--- config.mk ---
export PLATFORM = sky130hd
export DESIGN_NAME = rx_controller
export DESIGN_NICKNAME = d
export VERILOG_FILES = /design/src/rtl/rx_controller_pkg.sv /design/src/rtl/rx_fifo.sv /design/src/rtl/rx_controller.sv
export SDC_FILE = /design/constraint.sdc
export NUM_CORES = 1
export LEC_CHECK = 0
export CAP_MARGIN = 20
export CORE_AREA = 3 3 82 92
export DETAILED_ROUTE_END_ITERATION = 10
export DIE_AREA = 0 0 85 95
export PLACE_DENSITY = 0.82
export SYNTH_ARGS = -nofsm -noshare
export SYNTH_HDL_FRONTEND = slang
export SYNTH_SLANG_ARGS = --single-unit
--- constraint.sdc ---
create_clock -name clk_i -period 2.7 [get_ports clk_i]
set_input_delay 0.405 -clock clk_i [delete_from_list [all_inputs] [get_ports clk_i]]
set_output_delay 0.405 -clock clk_i [all_outputs]
set_load 0.02 [all_outputs]
--- src/rtl/rx_controller_pkg.sv ---
// Shared types for the UART receive controller: FSM states, FIFO entry layout
// and the data-size masking helper.
package rx_controller_pkg;

  typedef enum logic [1:0] {
    CFG   = 2'd0,
    FLUSH = 2'd1,
    RUN   = 2'd2
  } rx_ctrl_state_t;

  typedef struct packed {
    logic [7:0] data;
    logic       pe;
    logic       fe;
  } rx_entry_t;

  localparam int ENTRY_W = $bits(rx_entry_t);

  // 7-bit frames leave bit 7 undefined on the frontend side, so force it low.
  function automatic logic [7:0] mask_data(input logic [7:0] d, input logic ds);
    return ds ? d : {1'b0, d[6:0]};
  endfunction

endpackage

--- src/rtl/rx_fifo.sv ---
// Synchronous FIFO with a registered head output; the head register is
// precomputed from the next-state pointers so no output depends on push/pop.
module rx_fifo #(
  parameter int DEPTH = 4,
  parameter int WIDTH = 10
) (
  input  logic             clk,
  input  logic             rst,
  input  logic             push,
  input  logic [WIDTH-1:0] wdata,
  input  logic             pop,
  output logic [WIDTH-1:0] rdata,
  output logic             full,
  output logic             empty
);

  localparam int AW = $clog2(DEPTH);
  localparam logic [AW:0] FULL_CNT = (AW+1)'(DEPTH);

  logic [WIDTH-1:0] mem [DEPTH];
  logic [AW-1:0]    wr_ptr, rd_ptr, rd_ptr_n;
  logic [AW:0]      count, count_n;
  logic [WIDTH-1:0] head_q, head_n;
  logic             push_eff, pop_eff;

  always_comb begin
    pop_eff  = pop && (count != '0);
    // A push into a full FIFO only lands when the same cycle frees a slot.
    push_eff = push && ((count != FULL_CNT) || pop_eff);
    rd_ptr_n = rd_ptr + AW'(pop_eff);
    count_n  = count;
    if (push_eff && !pop_eff)      count_n = count + 1'b1;
    else if (!push_eff && pop_eff) count_n = count - 1'b1;
    head_n = mem[rd_ptr_n];
    if (count_n == '0)                          head_n = '0;
    else if (push_eff && (wr_ptr == rd_ptr_n))  head_n = wdata;
  end

  always_ff @(posedge clk) begin
    if (push_eff) mem[wr_ptr] <= wdata;
  end

  always_ff @(posedge clk) begin
    if (rst) begin
      wr_ptr <= '0;
      rd_ptr <= '0;
      count  <= '0;
      head_q <= '0;
    end else begin
      if (push_eff) wr_ptr <= wr_ptr + 1'b1;
      rd_ptr <= rd_ptr_n;
      count  <= count_n;
      head_q <= head_n;
    end
  end

  assign rdata = head_q;
  assign full  = (count == FULL_CNT);
  assign empty = (count == '0);

endmodule

--- src/rtl/rx_controller.sv ---
// UART receive controller: sequences frontend config/reset, buffers decoded
// frames with their error flags and tracks a sticky overrun flag.
module rx_controller
  import rx_controller_pkg::*;
#(
  parameter int FIFO_DEPTH = 4
) (
  input  logic        clk_i,
  input  logic        rst_i,
  input  logic [15:0] cr_clk_div_i,
  input  logic        cr_ds_i,
  input  logic [1:0]  cr_p_i,
  input  logic        cr_s_i,
  input  logic        cr_wr_i,
  output logic        fe_rst_o,
  output logic [15:0] fe_clk_div_o,
  output logic        fe_ds_o,
  output logic [1:0]  fe_p_o,
  output logic        fe_s_o,
  input  logic [10:0] fe_frame_i,
  input  logic        fe_parity_err_i,
  input  logic        fe_frame_err_i,
  input  logic        fe_valid_i,
  output logic [7:0]  rx_data_o,
  output logic        rx_pe_o,
  output logic        rx_fe_o,
  output logic        rxne_o,
  output logic        rx_full_o,
  input  logic        rd_i,
  output logic        ovr_o,
  input  logic        clr_ovr_i
);

  rx_ctrl_state_t state, state_n;
  rx_entry_t      wentry, head;
  logic           push, overrun, full, empty, ovr_q;
  logic           unused_frame_hi;

  always_comb begin
    state_n = state;
    case (state)
      CFG:     state_n = FLUSH;
      FLUSH:   state_n = RUN;
      RUN:     state_n = RUN;
      default: state_n = CFG;
    endcase
    if (cr_wr_i) state_n = CFG;
  end

  always_ff @(posedge clk_i) begin
    if (rst_i) state <= CFG;
    else       state <= state_n;
  end

  // Shadow loads land while the frontend is held in reset, never while running.
  always_ff @(posedge clk_i) begin
    if (rst_i) begin
      fe_clk_div_o <= '0;
      fe_ds_o      <= 1'b0;
      fe_p_o       <= '0;
      fe_s_o       <= 1'b0;
    end else if (state == CFG || cr_wr_i) begin
      fe_clk_div_o <= cr_clk_div_i;
      fe_ds_o      <= cr_ds_i;
      fe_p_o       <= cr_p_i;
      fe_s_o       <= cr_s_i;
    end
  end

  assign fe_rst_o = (state != RUN);

  assign unused_frame_hi = ^fe_frame_i[10:8];

  always_comb begin
    wentry.data = mask_data(fe_frame_i[7:0], fe_ds_o);
    wentry.pe   = fe_parity_err_i;
    wentry.fe   = fe_frame_err_i;
  end

  assign push    = fe_valid_i && (state == RUN);
  // When full the FIFO is non-empty, so any rd_i is a real pop that frees a slot.
  assign overrun = push && full && !rd_i;

  rx_fifo #(.DEPTH(FIFO_DEPTH), .WIDTH(ENTRY_W)) u_fifo (
    .clk   (clk_i),
    .rst   (rst_i),
    .push  (push),
    .wdata (wentry),
    .pop   (rd_i),
    .rdata (head),
    .full  (full),
    .empty (empty)
  );

  always_ff @(posedge clk_i) begin
    if (rst_i)          ovr_q <= 1'b0;
    else if (overrun)   ovr_q <= 1'b1;
    else if (clr_ovr_i) ovr_q <= 1'b0;
  end

  assign rx_data_o = head.data;
  assign rx_pe_o   = head.pe;
  assign rx_fe_o   = head.fe;
  assign rxne_o    = !empty;
  assign rx_full_o = full;
  assign ovr_o     = ovr_q;

endmodule

* After elaboration in Yosys (flattened, before gate mapping)
Memory sizes are Yosys's and may differ from the RTL's. A register that Yosys moved wholly into a read port is not among the register bits.
Cells that the tools add are included.
W data, S select, Z words.
** Word-level totals
- Bits in registers :: 30
- Bits in writable memories :: 40
- Input port bits :: 39
- Logic and storage cells :: 48
- Memories :: 1
** Operators by class
- Add/sub/neg operators :: 4
- Equality and inequality tests :: 5
- Mux-type cells :: 8
- Reductions and logical operators :: 21
** Memories
- u_fifo.mem :: words 4, width 10, rd ports 1, clocked after memory_dff 1, wr ports 1, line rx_fifo.sv:20 : logic [WIDTH-1:0] mem [DEPTH];
** Operators with widths (number)
- $mux W8 :: 1
- $logic_and A1 B1 Y1 :: 7
- $logic_not A3 Y1 :: 2
- $mux W3 :: 2
- $reduce_or A2 Y1 :: 3
- $logic_not A1 Y1 :: 4
- $mux W1 :: 4
- $pmux W2 S2 :: 1
- $add A3 B1 Y3 const B :: 1
- $eq A3 B3 Y1 const B :: 1
- $ne A3 B3 Y1 const B :: 1
- $reduce_bool A3 Y1 :: 1
- $sub A3 B1 Y3 const B :: 1
- $add A2 B1 Y2 :: 1
- $add A2 B1 Y2 const B :: 1
- $eq A2 B1 Y1 const B :: 1
- $eq A2 B2 Y1 const B :: 1
- $logic_not A2 Y1 :: 1
- $logic_or A1 B1 Y1 :: 2
- $ne A2 B2 Y1 const B :: 1
- $reduce_bool A2 Y1 :: 1

* Logic depth before layout (Yosys ltp)
- Depth after elaboration :: 10
- Depth in mapped cells :: 13
- Mapped depth without buffers :: 11

* By module
From an unflattened synthesis, not the netlist that was laid out.
** Unflattened totals
- Cell total of the unflattened synthesis :: 260
- Area total of the unflattened synthesis :: 3429.5 µm²
** By module, submodules not included
- rx_fifo :: times used 1, cells an instance 154, area each 2462.4 µm², sequential area each 1541.5 µm²
- rx_controller :: times used 1, cells an instance 106, area each 967.2 µm², sequential area each 460.4 µm²

* Least setup slack after synthesis
OpenSTA, ideal clock, no wires.
- Path type :: register to register
- Start :: reg u_fifo.count[0]
- End :: reg u_fifo.head_q[6], in the netlist u_fifo.rdata[6] (read register of u_fifo.mem)
- Library setup time :: 0.140 ns
- Data arrival time :: 2.401 ns
- Required time :: 2.560 ns
- Path slack :: 0.159 ns
- Stages on the path, launching flop included :: 13
- Buffers on the path :: 2
- Period minus slack after synthesis :: 2.541 ns
- Path through :: dfxtp_1 inv_1 ha_1 buf_6 nand2b_1 nand2_1 inv_1 ha_1 xor2_1 clkbuf_1 mux4_2 mux2i_1 nor3_1
** Between the ends
- Longest elaborated chain between the ends :: 10
** Ends and longest elaborated chain
- from (decl) :: line rx_fifo.sv:22 : logic [AW:0] count, count_n;
- from (signal assigned) :: line rx_fifo.sv:52 : count <= count_n;
- $reduce_bool A3 Y1 :: line rx_fifo.sv:27 : pop_eff = pop && (count != '0);
- $logic_and A1 B1 Y1 :: line rx_fifo.sv:27
- $logic_or A1 B1 Y1 :: line rx_fifo.sv:29 : push_eff = push && ((count != FULL_CNT) || pop_eff);
- $logic_and A1 B1 Y1 :: line rx_fifo.sv:29
- $logic_not A1 Y1 :: line rx_fifo.sv:33 : else if (!push_eff && pop_eff) count_n = count - 1'b1;
- $logic_and A1 B1 Y1 :: line rx_fifo.sv:33
- $mux W3 :: line rx_fifo.sv:33
- $mux W3 :: line rx_fifo.sv:32 : if (push_eff && !pop_eff) count_n = count + 1'b1;
- $logic_not A3 Y1 :: line rx_fifo.sv:35 : if (count_n == '0) head_n = '0;
- $reduce_or A2 Y1 (no line)
- to (decl) :: line rx_fifo.sv:23 : logic [WIDTH-1:0] head_q, head_n;
Several ways; a longest one is shown, not always the timed one.
A chain may end at the register's enable or synchronous reset.

* Worst setup path after layout
- Start :: reg u_fifo.count[1]
- End :: reg u_fifo.head_q[6], in the netlist u_fifo.rdata[6] (read register of u_fifo.mem)
The elaborated chain is that of the path after synthesis.

==> summary.md <==
| Metric | Value |
|---|---|
| Initial antenna violation count | 0 |
| Via count | 2,176 |
| Initial Utilization | ~50% |
| Crit path DAT | 2.67 ns |
| Vias/cell | around 5.1 |
| Routed Antenna Nets | 0 |
| Place WS | 0.265 ns |
| Slowest cell on crit path | dfxtp_1 |
| Global Route Usage Sum | 17.5% |
| Die height | 95 um |
| Core Util, Final | 64.1% |
| Drt total wl | 6550 um |
| Initial DRT Pass Iterations | 4 |
| Postcts setup bufs | 0 |
| Sequential fraction of the synthesis area | about three fifths |
| FF+latch count, synth | 80 |
| Most used DFF post-synth | edfxtp_1 |
| CTS hold repair buffers | 0 |
| # DRC | 0 |
| Gr busiest metal | met2 |
| Met1 global-route usage | a little over a fifth |
| Max-slew violations | 0 |
| Async set-or-reset flop fraction in the synthesized netlist | 0% |
| Synth unique cells | about 40 |
| Combinational Power Share | around a third |
| PwrDens | 800 nW/um2 |
| Critical Path RT | 2.91 ns |
| Post-Syn Area | 3290 um2 |
| Fin crit period | 2.47 ns |
| Post-synth EDFFs | 40 |
| Max-cap violations | 0 |
| ANT cells | 0 |
| Vias in the first global route | 2,222 |
| Yosys top cell by area | edfxtp_1 |
| Largest net degree at the start of global routing | 40 |
| Die ar. | 8080 um2 |
| Layout cells sized above 1 | 9.06% |
| Internal power | 2390 uW |
| Cell count after synthesis | 260 |
| Worst min-delay path category | register to register |
| Routability Congestion | 0.829 |
| Grt ovf | 0 |
| TritonCTS sink count | 80 |
| Core Rows | 31 |
| LEAKAGE | approximately 0.0016 uW |
| Unrepaired setup endpoints after global routing | false |
| Most instantiated cells after synthesis | 43 x nand2_1, 40 x dfxtp_1, 40 x edfxtp_1, 26 x a21oi_1, 12 x inv_1 |
| Main area contributors after synthesis | edfxtp_1 37%, dfxtp_1 24%, mux4_1 6.4% |
| Final HPWL DP | roughly 4600 um |
| Worst skew pair latency | between 0.3 and 0.4 ns |
| Critical path class | register to register |
| Max VDD drop | 0.000520 V |
| Worst-margin pin slew | approximately 0.56 ns |
| Fin nets | 386 |
| Skew final | 0.0122 ns |
| Clock Tree Buf Depth | 2 |
| Boundary Pins | 73 |
| Worst setup margin | approximately 0.23 ns |
| Fmax | 406 MHz |
| Final Hold Fails | 0 |
| P&R area growth vs syn | 29.3% |
| CTS tree | yes |
| Layout Cells excl Fill | 424 |
| CTS Buf Count | 9 |
| Met2 Resource Use GR | between 20% and 30% |
| Top-area cell type share of the netlist area | a little over a third |
| Pwr Total | 3400 uW |
| # setup viols final | 0 |
| Initial detailed-routing violation count | roughly 140 |
| Inst Count DP | 408 |
| H-tree depth | 3 |
| CP peak stage delay | 0.42 ns |
| Synthesized area per cell | 12.7 um2 |
| Final TNS setup | 0 ns |
| Clk pin slew, worst setup/hold paths | roughly 0.080 ns |
| Core box area | 6630 um2 |
| Post-CTS sizing | 0 |
| Clock power frac | 24.2% |
| Crit-path cells | inv_1 -> ha_1 -> nand2b_1 -> nand2_1 -> inv_1 -> ha_1 -> xor2_1 -> buf_4 -> mux4_2 -> mux2i_1 -> nor3_1 |
| Crit start category | register |
| Outcome | finished, final reports clean |
| NetSw | between 1000 and 1500 uW |
| Synthesis Warnings | 0 |
| First-pass GRT wire length | 11,000 um |
| Cell with the most instances after synthesis | nand2_1 |
| Die Span X | 85 um |
| Switching fraction of total power | between 20% and 30% |
| Critical Path End Type | register |
| GR Util met3 | 4.80% |
| DR WL/cell | 15.4 um |
| Syn Nets | 309 |
| Crit-path max FO | 6 |
| Final Cycle Share | 91.3% |
| Reg power frac | 41.9% |
| PortBufs | 69 |
| Max-slew headroom | 62.6% |
| Clock Root Buffer | clkbuf_8 |
## layout make-up
| type | count | area (um2) |
|---|---|---|
| clock buffers | 13 | 139 |
| clock inverters | 3 | 43.8 |
| fillers | 497 | 2380 |
| inverters | 12 | 45.0 |
| multi-input cells | 155 | 1150 |
| flip-flops and latches | 80 | 2000 |
| well taps | 82 | 103 |
| repair buffers | 79 | 766 |
## per-stage QoR
stage	hold WS, ns	cell area, um2
floorplan	0.481	3290
global placement	0.437	4070
detailed placement	0.446	4070
CTS	0.454	4250
global route	0.479	4250
finish	0.450	4250
## power by group through the flow
stage / sequential [uW] / combinational (uW) / clock (uW)
3_3_place_gp: 1450 / 1130 / 0
6_report: 1420 / 1150 / 825
5_1_grt: 1440 / 1250 / 897
2_1_floorplan: 1540 / 638 / 0
3_5_place_dp: 1450 / 1160 / 0
4_1_cts: 1420 / 1160 / 839
## placed cells by master (no fill, tap or decap), types with 2 or more instances in the layout
master,instances
nand2_1,43
edfxtp_1,40
o21ai_0,2
nand3_1,3
and3_2,2
dfxtp_1,40
clkbuf_8,9
clkdlybuf4s50_1,69
inv_1,12
nor2_1,8
mux4_2,2
and2_1,3
xnor2_1,4
nor3b_1,2
buf_4,10
and3_1,4
a21oi_1,26
ha_1,10
mux2i_1,10
mux4_1,8
nor3_1,10
clkbuf_1,4
## path summary, 6_finish.rpt
| path | startpoint | slack (ns) | depth (start not counted) | endpoint |
|---|---|---|---|---|
| worst max-delay path | u_fifo.count[1]$_SDFF_PP0_ | 0.23 | 11 | u_fifo.rdata[6]$_SDFF_PP0_ |
| worst min-delay path | fe_clk_div_o[10]$_SDFFE_PP0P_ | 0.45 | 2 | fe_clk_div_o[10]$_SDFFE_PP0P_ |
| worst max register to register | u_fifo.count[1]$_SDFF_PP0_ | 0.23 | 11 | u_fifo.rdata[6]$_SDFF_PP0_ |
| worst min register to register | fe_clk_div_o[10]$_SDFFE_PP0P_ | 0.45 | 2 | fe_clk_div_o[10]$_SDFFE_PP0P_ |
## cells by family after synthesis
kind of cell    count (synthesis)  share of synthesized area (%)
xor+xnor                        5                           1.33
mux                            20                           10.8
flops                          80                           60.9
buf+inv                        25                           4.07
simple gates                   83                           11.8
fa+ha+maj                      10                           3.80
compound gates                 37                           7.34
## sequential cells by signal, indices dropped and copies added, names as in the netlist
register	flops
u_fifo.mem	40
fe_clk_div_o	16
u_fifo.rdata	10
u_fifo.count	3
fe_p_o	2
state	2
u_fifo.rd_ptr	2
u_fifo.wr_ptr	2
fe_ds_o	1
fe_s_o	1
ovr_o	1
## critical path: cells and delay by family (launching register included)
family,cells,cell delay (ns)
xor+xnor,1,0.29
fa+ha+maj,2,0.37
buf+inv,3,0.42
flops,1,0.42
mux,2,0.49
simple gates,3,0.35
## layer usage
layer / up-vias / part of all wire (%) / routed length (um)
li1: 1090 / - / -
met1: 1034 / 43 / 2840
met2: 45 / 51 / 3360
met3: 7 / 4.0 / 259
met4: 0 / 1.3 / 88
met5: - / 0 / 0
(Power assumes the default switching activity.)
